File: config.mk
export PLATFORM = sky130hd
export DESIGN_NAME = mux_pipe_rr_flat
export DESIGN_NICKNAME = d
export VERILOG_FILES = /design/src/rtl/mux_pipe_rr_pkg.sv /design/src/rtl/mux_pipe_rr_if.sv /design/src/rtl/mux_pipe_rr_arbiter.sv /design/src/rtl/mux_pipe_rr.sv /design/src/flat_wrapper.sv
export SDC_FILE = /design/constraint.sdc
export NUM_CORES = 1
export LEC_CHECK = 0
export ABC_AREA = 1
export CAP_MARGIN = 20
export CORE_ASPECT_RATIO = 0.75
export CORE_MARGIN = 4
export CORE_UTILIZATION = 38
export CTS_BUF_LIST = sky130_fd_sc_hd__clkbuf_4 sky130_fd_sc_hd__clkbuf_8
export CTS_CLUSTER_SIZE = 10
export DETAILED_ROUTE_END_ITERATION = 6
export PLACE_DENSITY_LB_ADDON = 0.15
export SETUP_SLACK_MARGIN = 0.4
export SYNTH_ARGS = -nofsm -noshare
export SYNTH_HDL_FRONTEND = slang
export SYNTH_SLANG_ARGS = --single-unit
File: constraint.sdc
create_clock -name clk -period 7.5 [get_ports clk]
set_clock_uncertainty 0.05 [all_clocks]
set_input_delay 2.25 -clock clk [delete_from_list [all_inputs] [get_ports clk]]
set_output_delay 2.25 -clock clk [all_outputs]
set_load 0.1 [all_outputs]
File: src/rtl/mux_pipe_rr_pkg.sv
// Shared types and defaults for the N-to-1 pipelined selector.
package mux_pkg;

  typedef enum logic {
    MODE_SEL = 1'b0,
    MODE_RR  = 1'b1
  } mux_mode_e;

  localparam int DEF_WIDTH  = 32;
  localparam int DEF_NUM_IN = 8;

  // Increment a channel index, wrapping to 0 at n.
  function automatic int unsigned wrap_inc(input int unsigned idx, input int unsigned n);
    return (idx + 1 >= n) ? 0 : idx + 1;
  endfunction

endpackage

File: src/rtl/mux_pipe_rr_if.sv
// Producer/consumer bundle around the selector: N input channels, one output channel.
interface mux_pipe_rr_if
  import mux_pkg::*;
#(
  parameter int WIDTH  = DEF_WIDTH,
  parameter int NUM_IN = DEF_NUM_IN
) ();
  localparam int SEL_W = $clog2(NUM_IN);

  logic [NUM_IN*WIDTH-1:0] in_data;
  logic [NUM_IN-1:0]       in_valid;
  logic [NUM_IN-1:0]       in_ready;
  mux_mode_e               mode;
  logic [SEL_W-1:0]        select;
  logic [WIDTH-1:0]        out_data;
  logic [SEL_W-1:0]        out_src;
  logic                    out_valid;
  logic                    out_ready;
  logic                    sel_err;

  modport master (
    output in_data, in_valid, mode, select, out_ready,
    input  in_ready, out_data, out_src, out_valid, sel_err
  );

  modport slave (
    input  in_data, in_valid, mode, select, out_ready,
    output in_ready, out_data, out_src, out_valid, sel_err
  );
endinterface

File: src/rtl/mux_pipe_rr_arbiter.sv
// Round-robin arbiter: first requester at or after ptr, wrapping at NUM_IN.
module rr_arbiter
  import mux_pkg::*;
#(
  parameter int NUM_IN = DEF_NUM_IN,
  localparam int SEL_W = $clog2(NUM_IN)
) (
  input  logic [NUM_IN-1:0] req,
  input  logic [SEL_W-1:0]  ptr,
  input  logic              enable,
  output logic [NUM_IN-1:0] gnt,
  output logic [SEL_W-1:0]  gnt_idx
);
  localparam logic [SEL_W:0] NUM_W = (SEL_W+1)'(NUM_IN);

  logic [2*NUM_IN-1:0] req_dbl;
  logic [NUM_IN-1:0]   rot;
  logic [SEL_W-1:0]    pos;
  logic [SEL_W:0]      sum;
  logic                found;

  // Rotate so ptr sits at bit 0, pick the lowest set bit, then rotate the index back.
  always_comb begin
    req_dbl = {req, req};
    rot     = '0;
    for (int i = 0; i < NUM_IN; i++) begin
      rot[i] = req_dbl[32'(ptr) + i];
    end
    found = 1'b0;
    pos   = '0;
    for (int i = NUM_IN - 1; i >= 0; i--) begin
      if (rot[i]) begin
        found = 1'b1;
        pos   = SEL_W'(i);
      end
    end
    sum = {1'b0, ptr} + {1'b0, pos};
    if (sum >= NUM_W) sum = sum - NUM_W;
    gnt_idx = sum[SEL_W-1:0];
    gnt     = '0;
    for (int i = 0; i < NUM_IN; i++) begin
      if (enable && found && gnt_idx == SEL_W'(i)) gnt[i] = 1'b1;
    end
  end

endmodule

File: src/rtl/mux_pipe_rr.sv
// N-to-1 selector (explicit or round-robin) with a one-deep valid/ready output register.
module mux_pipe_rr
  import mux_pkg::*;
#(
  parameter int WIDTH  = DEF_WIDTH,
  parameter int NUM_IN = DEF_NUM_IN
) (
  input  logic         clk,
  input  logic         reset,
  mux_pipe_rr_if.slave bus
);
  localparam int SEL_W = $clog2(NUM_IN);
  localparam logic [SEL_W:0] NUM_IN_L = (SEL_W+1)'(NUM_IN);

  logic [SEL_W-1:0]  rr_ptr;
  logic [NUM_IN-1:0] rr_gnt;
  logic [SEL_W-1:0]  rr_idx;
  logic              can_accept;
  logic              sel_ok;
  logic              xfer;
  logic [NUM_IN-1:0] rdy;
  logic [SEL_W-1:0]  grant_idx;
  logic [WIDTH-1:0]  grant_data;

  logic [WIDTH-1:0]  data_p1;
  logic [SEL_W-1:0]  src_p1;
  logic              vld_p1;
  logic              err_p1;

  rr_arbiter #(.NUM_IN(NUM_IN)) u_arb (
    .req     (bus.in_valid),
    .ptr     (rr_ptr),
    .enable  (bus.mode == MODE_RR),
    .gnt     (rr_gnt),
    .gnt_idx (rr_idx)
  );

  assign can_accept = !vld_p1 || bus.out_ready;
  assign sel_ok     = {1'b0, bus.select} < NUM_IN_L;

  // Stage p0: grant selection and handshake; ready never looks at held data.
  always_comb begin
    rdy       = '0;
    grant_idx = rr_idx;
    if (bus.mode == MODE_SEL) begin
      grant_idx = bus.select;
      for (int i = 0; i < NUM_IN; i++) begin
        if (sel_ok && bus.select == SEL_W'(i)) rdy[i] = 1'b1;
      end
    end else begin
      rdy = rr_gnt;
    end
    if (reset || !can_accept) rdy = '0;
  end

  assign xfer = |(rdy & bus.in_valid);

  always_comb begin
    grant_data = '0;
    for (int i = 0; i < NUM_IN; i++) begin
      if (grant_idx == SEL_W'(i)) grant_data = bus.in_data[i*WIDTH +: WIDTH];
    end
  end

  // Stage p1: output register, round-robin pointer and select-error pulse.
  always_ff @(posedge clk or posedge reset) begin
    if (reset) begin
      data_p1 <= '0;
      src_p1  <= '0;
      vld_p1  <= 1'b0;
      err_p1  <= 1'b0;
      rr_ptr  <= '0;
    end else begin
      if (xfer) begin
        data_p1 <= grant_data;
        src_p1  <= grant_idx;
        vld_p1  <= 1'b1;
      end else if (bus.out_ready) begin
        vld_p1  <= 1'b0;
      end
      if (xfer && bus.mode == MODE_RR) begin
        rr_ptr <= SEL_W'(wrap_inc(32'(rr_idx), 32'(NUM_IN)));
      end
      err_p1 <= (bus.mode == MODE_SEL) && !sel_ok && (|bus.in_valid);
    end
  end

  assign bus.in_ready  = rdy;
  assign bus.out_data  = data_p1;
  assign bus.out_src   = src_p1;
  assign bus.out_valid = vld_p1;
  assign bus.sel_err   = err_p1;

endmodule

File: src/flat_wrapper.sv
// flat-port wrapper written by rule: the top's interface ports become plain ports
module mux_pipe_rr_flat import mux_pkg::*;
#(
  parameter int WIDTH  = DEF_WIDTH,
  parameter int NUM_IN = DEF_NUM_IN
)
  (clk, reset, bus_in_data, bus_in_valid, bus_mode, bus_select, bus_out_ready, bus_in_ready, bus_out_data, bus_out_src, bus_out_valid, bus_sel_err);
  mux_pipe_rr_if #(.WIDTH(WIDTH), .NUM_IN(NUM_IN)) bus_i ();
  input  logic clk;
  input  logic reset;
  input wire logic [$bits(bus_i.in_data)-1:0] bus_in_data;
  input wire logic [$bits(bus_i.in_valid)-1:0] bus_in_valid;
  input wire logic [$bits(bus_i.mode)-1:0] bus_mode;
  input wire logic [$bits(bus_i.select)-1:0] bus_select;
  input wire logic [$bits(bus_i.out_ready)-1:0] bus_out_ready;
  output wire logic [$bits(bus_i.in_ready)-1:0] bus_in_ready;
  output wire logic [$bits(bus_i.out_data)-1:0] bus_out_data;
  output wire logic [$bits(bus_i.out_src)-1:0] bus_out_src;
  output wire logic [$bits(bus_i.out_valid)-1:0] bus_out_valid;
  output wire logic [$bits(bus_i.sel_err)-1:0] bus_sel_err;
  assign bus_i.in_data = bus_in_data;
  assign bus_i.in_valid = bus_in_valid;
  assign bus_i.mode = bus_mode;
  assign bus_i.select = bus_select;
  assign bus_i.out_ready = bus_out_ready;
  assign bus_in_ready = bus_i.in_ready;
  assign bus_out_data = bus_i.out_data;
  assign bus_out_src = bus_i.out_src;
  assign bus_out_valid = bus_i.out_valid;
  assign bus_sel_err = bus_i.sel_err;
  mux_pipe_rr #(.WIDTH(WIDTH), .NUM_IN(NUM_IN)) u_core (.clk(clk), .reset(reset), .bus(bus_i));
endmodule
==> metrics.txt <==
die width 139 microns; Final #Nets 1,422; GRT Util Overall 31.66%; worst-path maximum fanout 4; placed cells 1,286; Root Driver clkbuf_8; Synth cell types 34; number of global-route vias before repair 6,549; Rows 35; Hold Path Class flip-flop to flip-flop; antenna violations before repair 0; Arr. time, crit path 4840 ps; fmax 140.1 MHz; hold_ws 430.5 ps; Detailed Route WL 25,010 microns; grt ovf 0; share of cells above drive strength 1 12.61%; initial core utilization 39.33%; synth-to-layout area growth 79.87%; CTS tree yes; Area after DPL 8411 sq um; CP cell instances buf_6 > nand2_2 > nand3_1 > nand3_1 > nand2_2 > a21oi_2 > o21ai_1 > nand2_1 > a21boi_1 > ha_2 > inv_2 > fa_2 > ha_1 > nand3_2 > o21ai_4 > inv_2 > nor2_4 > buf_12; DIE HEIGHT 106.3 microns; Slew @ Worst Pin 1240 ps; Routed Antenna Nets 0; GP Congestion 1.027; RSZ-0062 raised after global routing yes; Slowest cell on crit path fa_2; post-layout min period 7137 ps; Peak supply drop 0.0002575 V; YS warnings 0; vias per cell 5.453; status completed; Max-Cap Viols 0; Yosys reg bits 39; H-Tree Depth 2; HPWL after detailed placement 19,820 microns; TritonCTS Buffers 5; setup TNS 0 ps; slew margin rel. 16.80%; WL per Instance 19.12 microns; final period utilization 95.16%; Final Hold Fails 0; Post-Layout Cell Count 1,308; Tot Pwr 4.271 mW; P per Cell Area 485.5 nW/um^2; pin count of the biggest net entering global routing 98; CTS Sinks 39; DR iter-0 viols 743; via count 7,133; Mean Syn Cell Area 5.823 sq um; CP peak stage delay 610 ps; Seq/Total Area, Yosys 19.95%; Slew Limit Fails 0; DR DRC count 0; CP required 5200 ps; first-pass GRT wire length 36,990 microns; Core ar. 12,440 sq um; Leakage 3.813 nW; Max clock buf depth 2; Reg clk slew, reported paths 70 ps; WS Path Type input pin to primary output; nature of the critical path endpoint primary output; number of inserted diodes 0; area of the die 14,770 sq um; CP startpoint kind input pin; Buf+Inv Stages, Crit Path 4; clock latency on the worst-skew pair 290 ps; Initial DRT Pass Iterations 5; Mapped Area 4891 sq um; final setup vio count 0; Port Buffer Count 314; # IOs 316; CP delay by family, top adder cells; Synth Net Count 1,121; Syn Inst Count 840; Post-Layout Inst Area 8797 sq um
==> state kept, by name, indices dropped and copies added, names as in the netlist <==
name / count
u_core.bus.out_valid: 1
u_core.rr_ptr: 3
u_core.bus.out_src: 3
u_core.bus.out_data: 32
==> through the flow <==
| stage | worst slack, ps | util [%] |
|---|---|---|
| finish | 363.2 | 70.73 |
| global route | 249.0 | 70.73 |
| CTS | 364.8 | 69.93 |
| detailed placement | -262.7 | 67.63 |
| floorplan | 252.4 | - |
| global placement | -241.3 | 67.63 |
==> layer usage <==
metal | global-route usage, % | wire [microns]
met1 | 43.01 | 10160
met4 | 7.751 | 622
met2 | 51.00 | 11770
met5 | 0 | 0
met3 | 7.464 | 2458
==> layout by cell type, fill, tap and decap left out, drive strengths merged <==
| master | count |
|---|---|
| buf | 58 |
| clkinv | 1 |
| clkbuf | 5 |
| dfrtp | 39 |
| nand2 | 229 |
| xnor2 | 2 |
| ha | 9 |
| clkdlybuf4s50 | 298 |
| nand3 | 100 |
| xor2 | 2 |
| o211ai | 24 |
| nand4 | 128 |
| nor2 | 132 |
| clkinvlp | 3 |
| fa | 1 |
| a21boi | 1 |
| o21bai | 1 |
| nor3 | 2 |
| o31ai | 1 |
| inv | 61 |
| a21oi | 31 |
| o21ai | 13 |
| conb | 1 |
==> worst register-to-register path, delay by kind of cell (launching register included) <==
family	cells	cell delay [ps]
flops	1	620
buf+inv	9	1260
compound gates	3	310
xor+xnor	1	170
simple gates	13	2030
fa+ha+maj	3	1040
==> final cells by class <==
type	count	area, sq um
sequential	39	975.9
multi-input combinational	677	3697
fill	1105	3640
tap	166	207.7
clock inverter	3	20.02
clock buffer	5	68.82
timing repair buffer	356	3581
inverter	62	246.5
==> synth_stat cells <==
library cell,n,area share (%)
a21boi_0,1,0.15
a21oi_1,31,3.2
buf_1,4,0.31
buf_2,18,1.8
buf_4,4,0.61
buf_6,4,0.92
clkbuf_1,32,2.5
conb_1,1,0.077
dfrtp_1,39,20
fa_1,1,0.41
ha_1,9,2.3
inv_1,56,4.3
inv_2,4,0.31
inv_4,1,0.13
inv_6,1,0.18
nand2_1,215,17
nand2_2,12,1.5
nand2_4,2,0.46
nand3_1,96,9.8
nand3_2,4,0.82
nand4_1,128,16
nor2_1,128,9.8
nor2_2,1,0.13
nor2_4,3,0.69
nor3_2,1,0.20
nor3_4,1,0.33
o211ai_1,24,3.7
o21ai_0,8,0.82
o21ai_1,5,0.51
o21bai_1,1,0.15
o31ai_1,1,0.15
xnor2_1,1,0.18
xnor2_2,1,0.33
xor2_1,2,0.36
==> power by group <==
| group | switching [mW] | internal [mW] |
|---|---|---|
| sequential | 0.0740 | 0.318 |
| combinational | 2.52 | 1.21 |
| clock | 0.0860 | 0.0650 |
| total | 2.68 | 1.59 |
==> what timing repair did <==
action | in CTS | in global routing
resized for setup | 71 | 21
buffers inserted | 11 | 3
endpoints found under the setup margin | 8 | 8
pin swaps | 25 | 18
hold buffers | 0 | 0
==> worst paths after layout <==
kind / from / end / slack (ps) / depth (start not counted)
max: bus_in_valid[1] / bus_in_ready[5] / 360 / 18
min: u_core.bus.out_data[19] / u_core.bus.out_data[19] / 430 / 2
max reg2reg: u_core.rr_ptr[1] / u_core.bus.out_data[16] / 1940 / 29
min reg2reg: u_core.bus.out_data[19] / u_core.bus.out_data[19] / 430 / 2
max in group asynchronous: reset / u_core.bus.out_src[2] / 4590 / 3
min in group asynchronous: reset / u_core.bus.out_data[12] / 2410 / 3
==> cell families (layout without fill, tap and decap cells) <==
family	Yosys count	in the layout	share of synthesized area, %
buffers and inverters	124	426	11.05
other	1	1	0.07667
AO/OA/AOI/OAI	71	71	8.647
XOR/XNOR	4	4	0.8700
flip-flops	39	39	19.95
AND/OR/NAND/NOR	591	591	56.69
adder cells (fa/ha/maj)	10	10	2.712
Note: power is estimated with default switching activity, not from simulation.
